===== src/rtl/fetch_stage.sv =====
// Instruction-fetch stage: PC register, next-PC selection and the IF/ID pipeline register.
// A one-cycle BOOT state after reset inserts a bubble before fetching starts at RESET_PC.
module fetch_stage #(
  parameter logic [31:0] RESET_PC = 32'h0000_0000,
  parameter logic [31:0] NOP_WORD = 32'h0000_0000
) (
  input  logic        clk,
  input  logic        rst,
  input  logic        Stall,
  input  logic        Flush,
  input  logic        PcSrc,
  input  logic [31:0] Branch_Target,
  input  logic        Jump,
  input  logic [25:0] Jump_Index,
  output logic [31:0] Imem_Addr,
  input  logic [31:0] Imem_Data,
  output logic [31:0] PC_IF_ID,
  output logic [31:0] Instr_IF_ID,
  output logic [5:0]  Opcode_IF_ID,
  output logic        Valid_IF_ID,
  output logic [31:0] Fetch_Count
);

  typedef enum logic {BOOT, RUN} state_t;

  state_t      state_q, state_d;
  logic [31:0] pc_q, pc_d;
  logic [31:0] pc_if_id_q, pc_if_id_d;
  logic [31:0] instr_q, instr_d;
  logic        valid_q, valid_d;
  logic [31:0] count_q, count_d;

  logic [31:0] pc_plus4;
  logic [31:0] jump_target;
  logic [31:0] branch_target;
  logic        redirect;

  assign pc_plus4      = pc_q + 32'd4;
  // Jump region comes from the PC+4 of the jump itself, which sits in IF/ID.
  assign jump_target   = {pc_if_id_q[31:28], Jump_Index, 2'b00};
  assign branch_target = Branch_Target & 32'hFFFF_FFFC;
  assign redirect      = Jump | PcSrc;

  always_comb begin
    state_d    = RUN;
    pc_d       = pc_q;
    pc_if_id_d = pc_if_id_q;
    instr_d    = instr_q;
    valid_d    = valid_q;
    count_d    = count_q;
    case (state_q)
      BOOT: begin
        instr_d = NOP_WORD;
        valid_d = 1'b0;
      end
      RUN: begin
        if (Jump)        pc_d = jump_target;
        else if (PcSrc)  pc_d = branch_target;
        else if (!Stall) pc_d = pc_plus4;

        if (redirect || Flush) begin
          instr_d = NOP_WORD;
          valid_d = 1'b0;
        end else if (!Stall) begin
          pc_if_id_d = pc_plus4;
          instr_d    = Imem_Data;
          valid_d    = 1'b1;
          count_d    = count_q + 32'd1;
        end
      end
      default: state_d = BOOT;
    endcase
  end

  always_ff @(posedge clk or posedge rst) begin
    if (rst) begin
      state_q    <= BOOT;
      pc_q       <= RESET_PC;
      pc_if_id_q <= 32'd0;
      instr_q    <= NOP_WORD;
      valid_q    <= 1'b0;
      count_q    <= 32'd0;
    end else begin
      state_q    <= state_d;
      pc_q       <= pc_d;
      pc_if_id_q <= pc_if_id_d;
      instr_q    <= instr_d;
      valid_q    <= valid_d;
      count_q    <= count_d;
    end
  end

  assign Imem_Addr    = pc_q;
  assign PC_IF_ID     = pc_if_id_q;
  assign Instr_IF_ID  = instr_q;
  assign Opcode_IF_ID = instr_q[31:26];
  assign Valid_IF_ID  = valid_q;
  assign Fetch_Count  = count_q;

endmodule


===== config.mk =====
export PLATFORM = sky130hd
export DESIGN_NAME = fetch_stage
export DESIGN_NICKNAME = d
export VERILOG_FILES = /design/src/rtl/fetch_stage.sv
export SDC_FILE = /design/constraint.sdc
export NUM_CORES = 1
export LEC_CHECK = 0
export CAP_MARGIN = 20
export CORE_MARGIN = 1
export CORE_UTILIZATION = 27
export CTS_CLUSTER_DIAMETER = 120
export CTS_CLUSTER_SIZE = 16
export DETAILED_ROUTE_END_ITERATION = 10
export GPL_TIMING_DRIVEN = 0
export PLACE_DENSITY = 0.51
export RECOVER_POWER = 100
export SYNTH_ARGS = -nofsm -noshare
export SYNTH_HDL_FRONTEND = slang
export SYNTH_SLANG_ARGS = --single-unit

===== constraint.sdc =====
create_clock -name clk -period 4.5 [get_ports clk]
set_input_delay 0.9 -clock clk [delete_from_list [all_inputs] [get_ports clk]]
set_output_delay 0.9 -clock clk [all_outputs]
set_load 0.005 [all_outputs]

==> results of run 1 <==
==> registers in the layout, summed over array words and instances (netlist names) <==
name,flops
Fetch_Count,32
Instr_IF_ID,32
state_q,1
Valid_IF_ID,1
Imem_Addr,30
PC_IF_ID,30
==> cells in the final DEF (no fill, tap or decap), types with 6 or more instances in the layout <==
| master | Yosys | final |
|---|---|---|
| inv_6 | 0 | 7 |
| xor2_1 | 14 | 14 |
| mux2i_1 | 33 | 33 |
| nor2_1 | 92 | 92 |
| clkbuf_16 | 0 | 17 |
| xnor2_1 | 45 | 45 |
| a211oi_1 | 8 | 8 |
| dlygate4sd3_1 | 0 | 135 |
| clkbuf_1 | 23 | 29 |
| a22oi_1 | 9 | 9 |
| o21ai_0 | 14 | 15 |
| nand3_1 | 24 | 24 |
| buf_4 | 11 | 11 |
| o22ai_1 | 10 | 10 |
| clkdlybuf4s50_1 | 0 | 89 |
| a21oi_1 | 52 | 53 |
| dfrtp_1 | 126 | 126 |
| and3_1 | 14 | 14 |
| nor3_1 | 4 | 6 |
| inv_1 | 17 | 16 |
| nand2_1 | 32 | 32 |
| nand4_1 | 19 | 19 |
| o31a_1 | 7 | 7 |
==> logic make-up after synthesis <==
logic type	share of synthesized area, %
buf+inv	4.90
fa+ha+maj	0.392
xor+xnor	8.09
mux	5.53
compound gates	13.6
simple gates	18.0
other cells	0.118
flops	49.4
==> stage by stage <==
stage	hold slack (ns)	TNS [ns]
3_3_place_gp	0.463	-258.88
6_report	0.464	0
4_1_cts	0.475	0
3_5_place_dp	0.466	0
5_1_grt	0.492	0
2_1_floorplan	0.468	0
==> worst paths after layout <==
check | start | end | slack, ns
worst max-delay path | PcSrc | PC_IF_ID[26] | 0.81
worst min-delay path | Fetch_Count[31] | Fetch_Count[31] | 0.46
worst max register to register | state_q | PC_IF_ID[26] | 1.49
worst min register to register | Fetch_Count[31] | Fetch_Count[31] | 0.46
max in group asynchronous | rst | Imem_Addr[9] | 1.47
min in group asynchronous | rst | Instr_IF_ID[19] | 1.08
==> layer usage <==
metal	track usage (%)	vias to the layer above	part of all wire, %
li1	-	2759	-
met1	25.4	2789	47
met2	29.1	239	45
met3	4.86	27	6.4
met4	5.46	2	1.6
met5	0	-	0.059
==> power groups by stage <==
| stage | registers (mW) | clock network, mW | logic (mW) |
|---|---|---|---|
| after CTS | 1.40 | 1.43 | 0.791 |
| after detailed placement | 1.42 | 0 | 0.784 |
| after global routing | 1.42 | 1.48 | 0.799 |
| after global placement | 1.42 | 0 | 0.779 |
| after floorplan | 1.40 | 0 | 0.314 |
| final | 1.39 | 1.40 | 0.726 |
==> area by class of cell <==
cell class / instances / area (um^2)
multi-input cells: 451 / 2890
well taps: 313 / 392
plain buffers: 47 / 238
inverters: 17 / 68.8
flip-flops and latches: 126 / 3150
fillers: 2291 / 13300
diodes: 1 / 2.50
clock buffers: 18 / 439
clock inverters: 14 / 146
repair buffers: 225 / 2250
==> worst max-delay path: stages <==
cell	delay, ns
dlygate4sd3_1	0.60
or4b_1	0.67
clkbuf_1	0.32
nor2_1	0.31
clkbuf_1	0.41
clkbuf_1	0.60
a21oi_1	0.15
==> results.cfg, run 1 <==
[status]
status = finished, violations left
violations = max-capacitance violations, max-slew violations

[logic_synthesis]
synth_ff_type = dfrtp_1
yosys.area.top_type = dfrtp_1
yosys_warnings = 0
synth_common_cells = dfrtp_1 (126), nor2_1 (92), a21oi_1 (52)
synth_edf_count = 0
async_flop_share_pct = 100
synth_area_mm2 = 0.00638
syn_inst = 638
ys_seq_elements = 126
postSynthAreaPerCell_um2 = 10.0
synth.top_cell.area_share_pct = 49.4
synth_area_leaders = dfrtp_1 (49%), xnor2_1 (6.2%), nor2_1 (5.4%)
yosysSeqAreaShare_pct = 49.4
yosysMostFrequentCell = dfrtp_1
ys_types = 61

[flow_run]
cap_violations = 1

[sta]
skew_ns = 0.00668
finalCritPeriodShare_pct = 82.1
setup_viol = 0
period_needed_ns = 3.69
worst_slew_pin_slew_ns = 1.55
fin_ws_ns = 0.806
slew_violations = 58
rsz0062_at_grt = no
slew_headroom_pct = -3.51
max_freq_mhz = 271
finalHoldViolations = 0

[critical_path]
cp.required_ns = 4.77
critPathMaxFanout = 10
crit_path_end_kind = flop
cp.arrival_ns = 3.96
crit_type = input pin to flop
r2r_cells = 6
start_kind = input pin

[cts]
clk_pin_slew_ns = 0.06
cts_buffers = 17
cts_setup_buffers = 0
cts_root_buf = clkbuf_16
cts.sinks = 126
cts-resized-gates = 0
postCtsHoldBufs = 0
cts_tree = built
cts.path.max_buffers = 2
htree_levels = 4
worst_skew_pair.late_latency_ns = 0.42

[floorplan]
die-area_mm2 = 0.0243
coreArea_mm2 = 0.0229
die_height_um = 156
start_util_pct = 27.9
ios = 231
die_w_um = 156
rows = 55

[drt]
finalWirelength_um = 22100
drc = 0
viasPerCell = 4.80
antenna_left = 0
drt-pass1-iter-count = 5
via_count = 5816
initialDrtViolationCount = 318
drt-wirelength-per-cell_um = 18.3

[cells_and_area]
final_util_pct = 41.8
nets = 983
instances_no_fill = 1212
area_delta_synth_final_pct = 50.0
layout-drive-gt1-share_pct = 7.13
post-route-cell-area_mm2 = 0.00958

[place]
routabilityCongestion = 0.786
placed_cell_area_mm2 = 0.00906
port-buffer-count = 224
dp_slack_ns = 0.842
dpl.cell_count = 1179
hpwl_um = 16400

[pwr]
power_leakage_nw = 4.23
power.total_mw = 3.52
pwr-share-clk_pct = 39.7
vdd_drop_max_mv = 0.211
p_per_area_mw_per_mm2 = 367
switching_power_mw = 1.06
power_frac_comb_pct = 20.7
power.internal_mw = 2.45
seqPwrFrac_pct = 39.6
switching_share_pct = 30.2

[global_route]
grt_max_degree = 71
grt_pass1_wl_um = 34100
grt_pass1_vias = 5776
antenna_found_initial = 2
grt_use_total_pct = 18.7
grt_overflow_total = 0

[hold_path]
hold_path.class = flop to flop
whs_path_depth = 1
Power figures use the tool's default switching activity.
==> inputs of run 2 (changes only) <==
==> constraint.sdc (replaced) <==
create_clock -name clk -period 3 [get_ports clk]
set_input_delay 0.6 -clock clk [delete_from_list [all_inputs] [get_ports clk]]
set_output_delay 0.6 -clock clk [all_outputs]
set_load 0.005 [all_outputs]
==> run 2 against run 1 <==
Effect of this change:
- the run now ends clean
- combinational power is 52% higher
- non-clock buffer count is 2 higher
- clock power up 36%
- sequential power grew 50%
- worst hold slack improved by 0.0047 ns
- sequential share of layout area barely moved
- first-iteration DRC count is 10% lower
- worst setup slack got worse by 0.66 ns
- core utilization is 0.060 points higher
- critical path type unchanged
- largest cell class unchanged
- largest power group is now sequential cells
==> results.cfg, run 2 (synthesis results as in run 1) <==
[status]
status = complete, no violations

[pwr]
vdd_drop_max_mv = 0.234
power.total_mw = 5.10
p_per_area_mw_per_mm2 = 532
power_leakage_nw = 4.23

[cells_and_area]
area_delta_synth_final_pct = 50.2
final_common_cell = dlygate4sd3_1
layout_common_cells = dlygate4sd3_1 (133), dfrtp_1 (126), nor2_1 (92), clkdlybuf4s50_1 (91), a21oi_1 (52)
layout-drive-gt1-share_pct = 8.11
diodes = 0
nets = 985

[global_route]
grt_max_degree = 34
grt_pass1_wl_um = 34000
antenna_found_initial = 0
grt_pass1_vias = 5788
grt_use_total_pct = 18.5
grt_overflow_total = 0

[floorplan]
ios = 231
rows = 55
die-area_mm2 = 0.0243
die_w_um = 156
coreArea_mm2 = 0.0229
start_util_pct = 27.9
die_height_um = 156

[drt]
antenna_left = 0
drc = 0
drt-pass1-iter-count = 5
met3_length_um = 1340
viasPerCell = 4.79
initialDrtViolationCount = 286
finalWirelength_um = 22100
highest_layer = met4
via_count = 5810
met1Wirelength_um = 10400
wl_met2_um = 10100
drt-wirelength-per-cell_um = 18.2

[sta]
finalHoldViolations = 0
whs_ns = 0.469
finalCritPeriodShare_pct = 95.2
setup_viol = 0
rsz0062_at_grt = no
period_needed_ns = 2.86
fin_ws_ns = 0.145
tns_ns = 0
worst_slew_pin_slew_ns = 1.31
slew_headroom_pct = 11.9
slew_violations = 0
max_freq_mhz = 350
skew_ns = 0.0114

[cts]
cts_tree = built
cts_root_buf = clkbuf_16
cts.path.max_buffers = 2
htree_levels = 4
worst_skew_pair.late_latency_ns = 0.42
clk_pin_slew_ns = 0.06
cts-resized-gates = 1
cts_buffers = 17
cts_setup_buffers = 0
cts.sinks = 126
postCtsHoldBufs = 0

[hold_path]
hold_path.class = flop to flop
min_from = Fetch_Count[31]

[critical_path]
crit_path_end_kind = flop
cp.required_ns = 3.29
r2r_start = Imem_Addr[2]
critPathMaxFanout = 10
cp-startpoint = PcSrc
crit_type = input pin to flop
start_kind = input pin
cp.arrival_ns = 3.14

[place]
routabilityCongestion = 0.819
hpwl_um = 16600
dp_slack_ns = -0.504
port-buffer-count = 224

[flow_run]
cap_violations = 0
run 2: routing by layer:
metal | track usage (%) | vias up
li1 | - | 2757
met1 | 25.4 | 2814
met2 | 29.5 | 220
met3 | 4.11 | 19
met4 | 4.53 | 0
met5 | 0 | -
run 2: critical path, stage by stage:
cell	delay (ns)
dlygate4sd3_1	0.64
or4b_4	0.63
clkbuf_1	0.30
nor2_1	0.34
buf_6	0.19
buf_2	0.31
a21oi_1	0.12
run 2: report_power, final:
part	internal [mW]	switching, mW
sequential	1.90	0.199
clock	1.11	0.799
combinational	0.600	0.497
run 2: path summary, 6_finish.rpt:
check | endpoint | slack (ns) | depth (start not counted)
setup / recovery | PC_IF_ID[24] | 0.14 | 7
hold / removal | Fetch_Count[31] | 0.47 | 1
setup reg to reg | Imem_Addr[31] | 0.48 | 5
hold reg to reg | Fetch_Count[31] | 0.47 | 1
max in group asynchronous | Imem_Addr[30] | 0.47 | 4
min in group asynchronous | Instr_IF_ID[26] | 0.92 | 2
run 2: through the flow:
| stage | utilization, % | cells | cell area (um^2) |
|---|---|---|---|
| after CTS | 42.0 | 1213 | 9630 |
| after floorplan | - | 641 | 6400 |
| after global placement | 39.4 | 1178 | 9030 |
| final | 41.8 | 1213 | 9590 |
| after detailed placement | 39.7 | 1181 | 9090 |
| after global routing | 41.8 | 1213 | 9590 |
run 2: layout make-up:
type,count,area [um^2]
clock buffers,21,470
multi-input cells,451,2910
flip-flops and latches,126,3150
clock inverters,11,67.6
repair buffers,227,2290
inverters,17,65.1
plain buffers,47,249
fillers,2304,13300
well taps,313,392
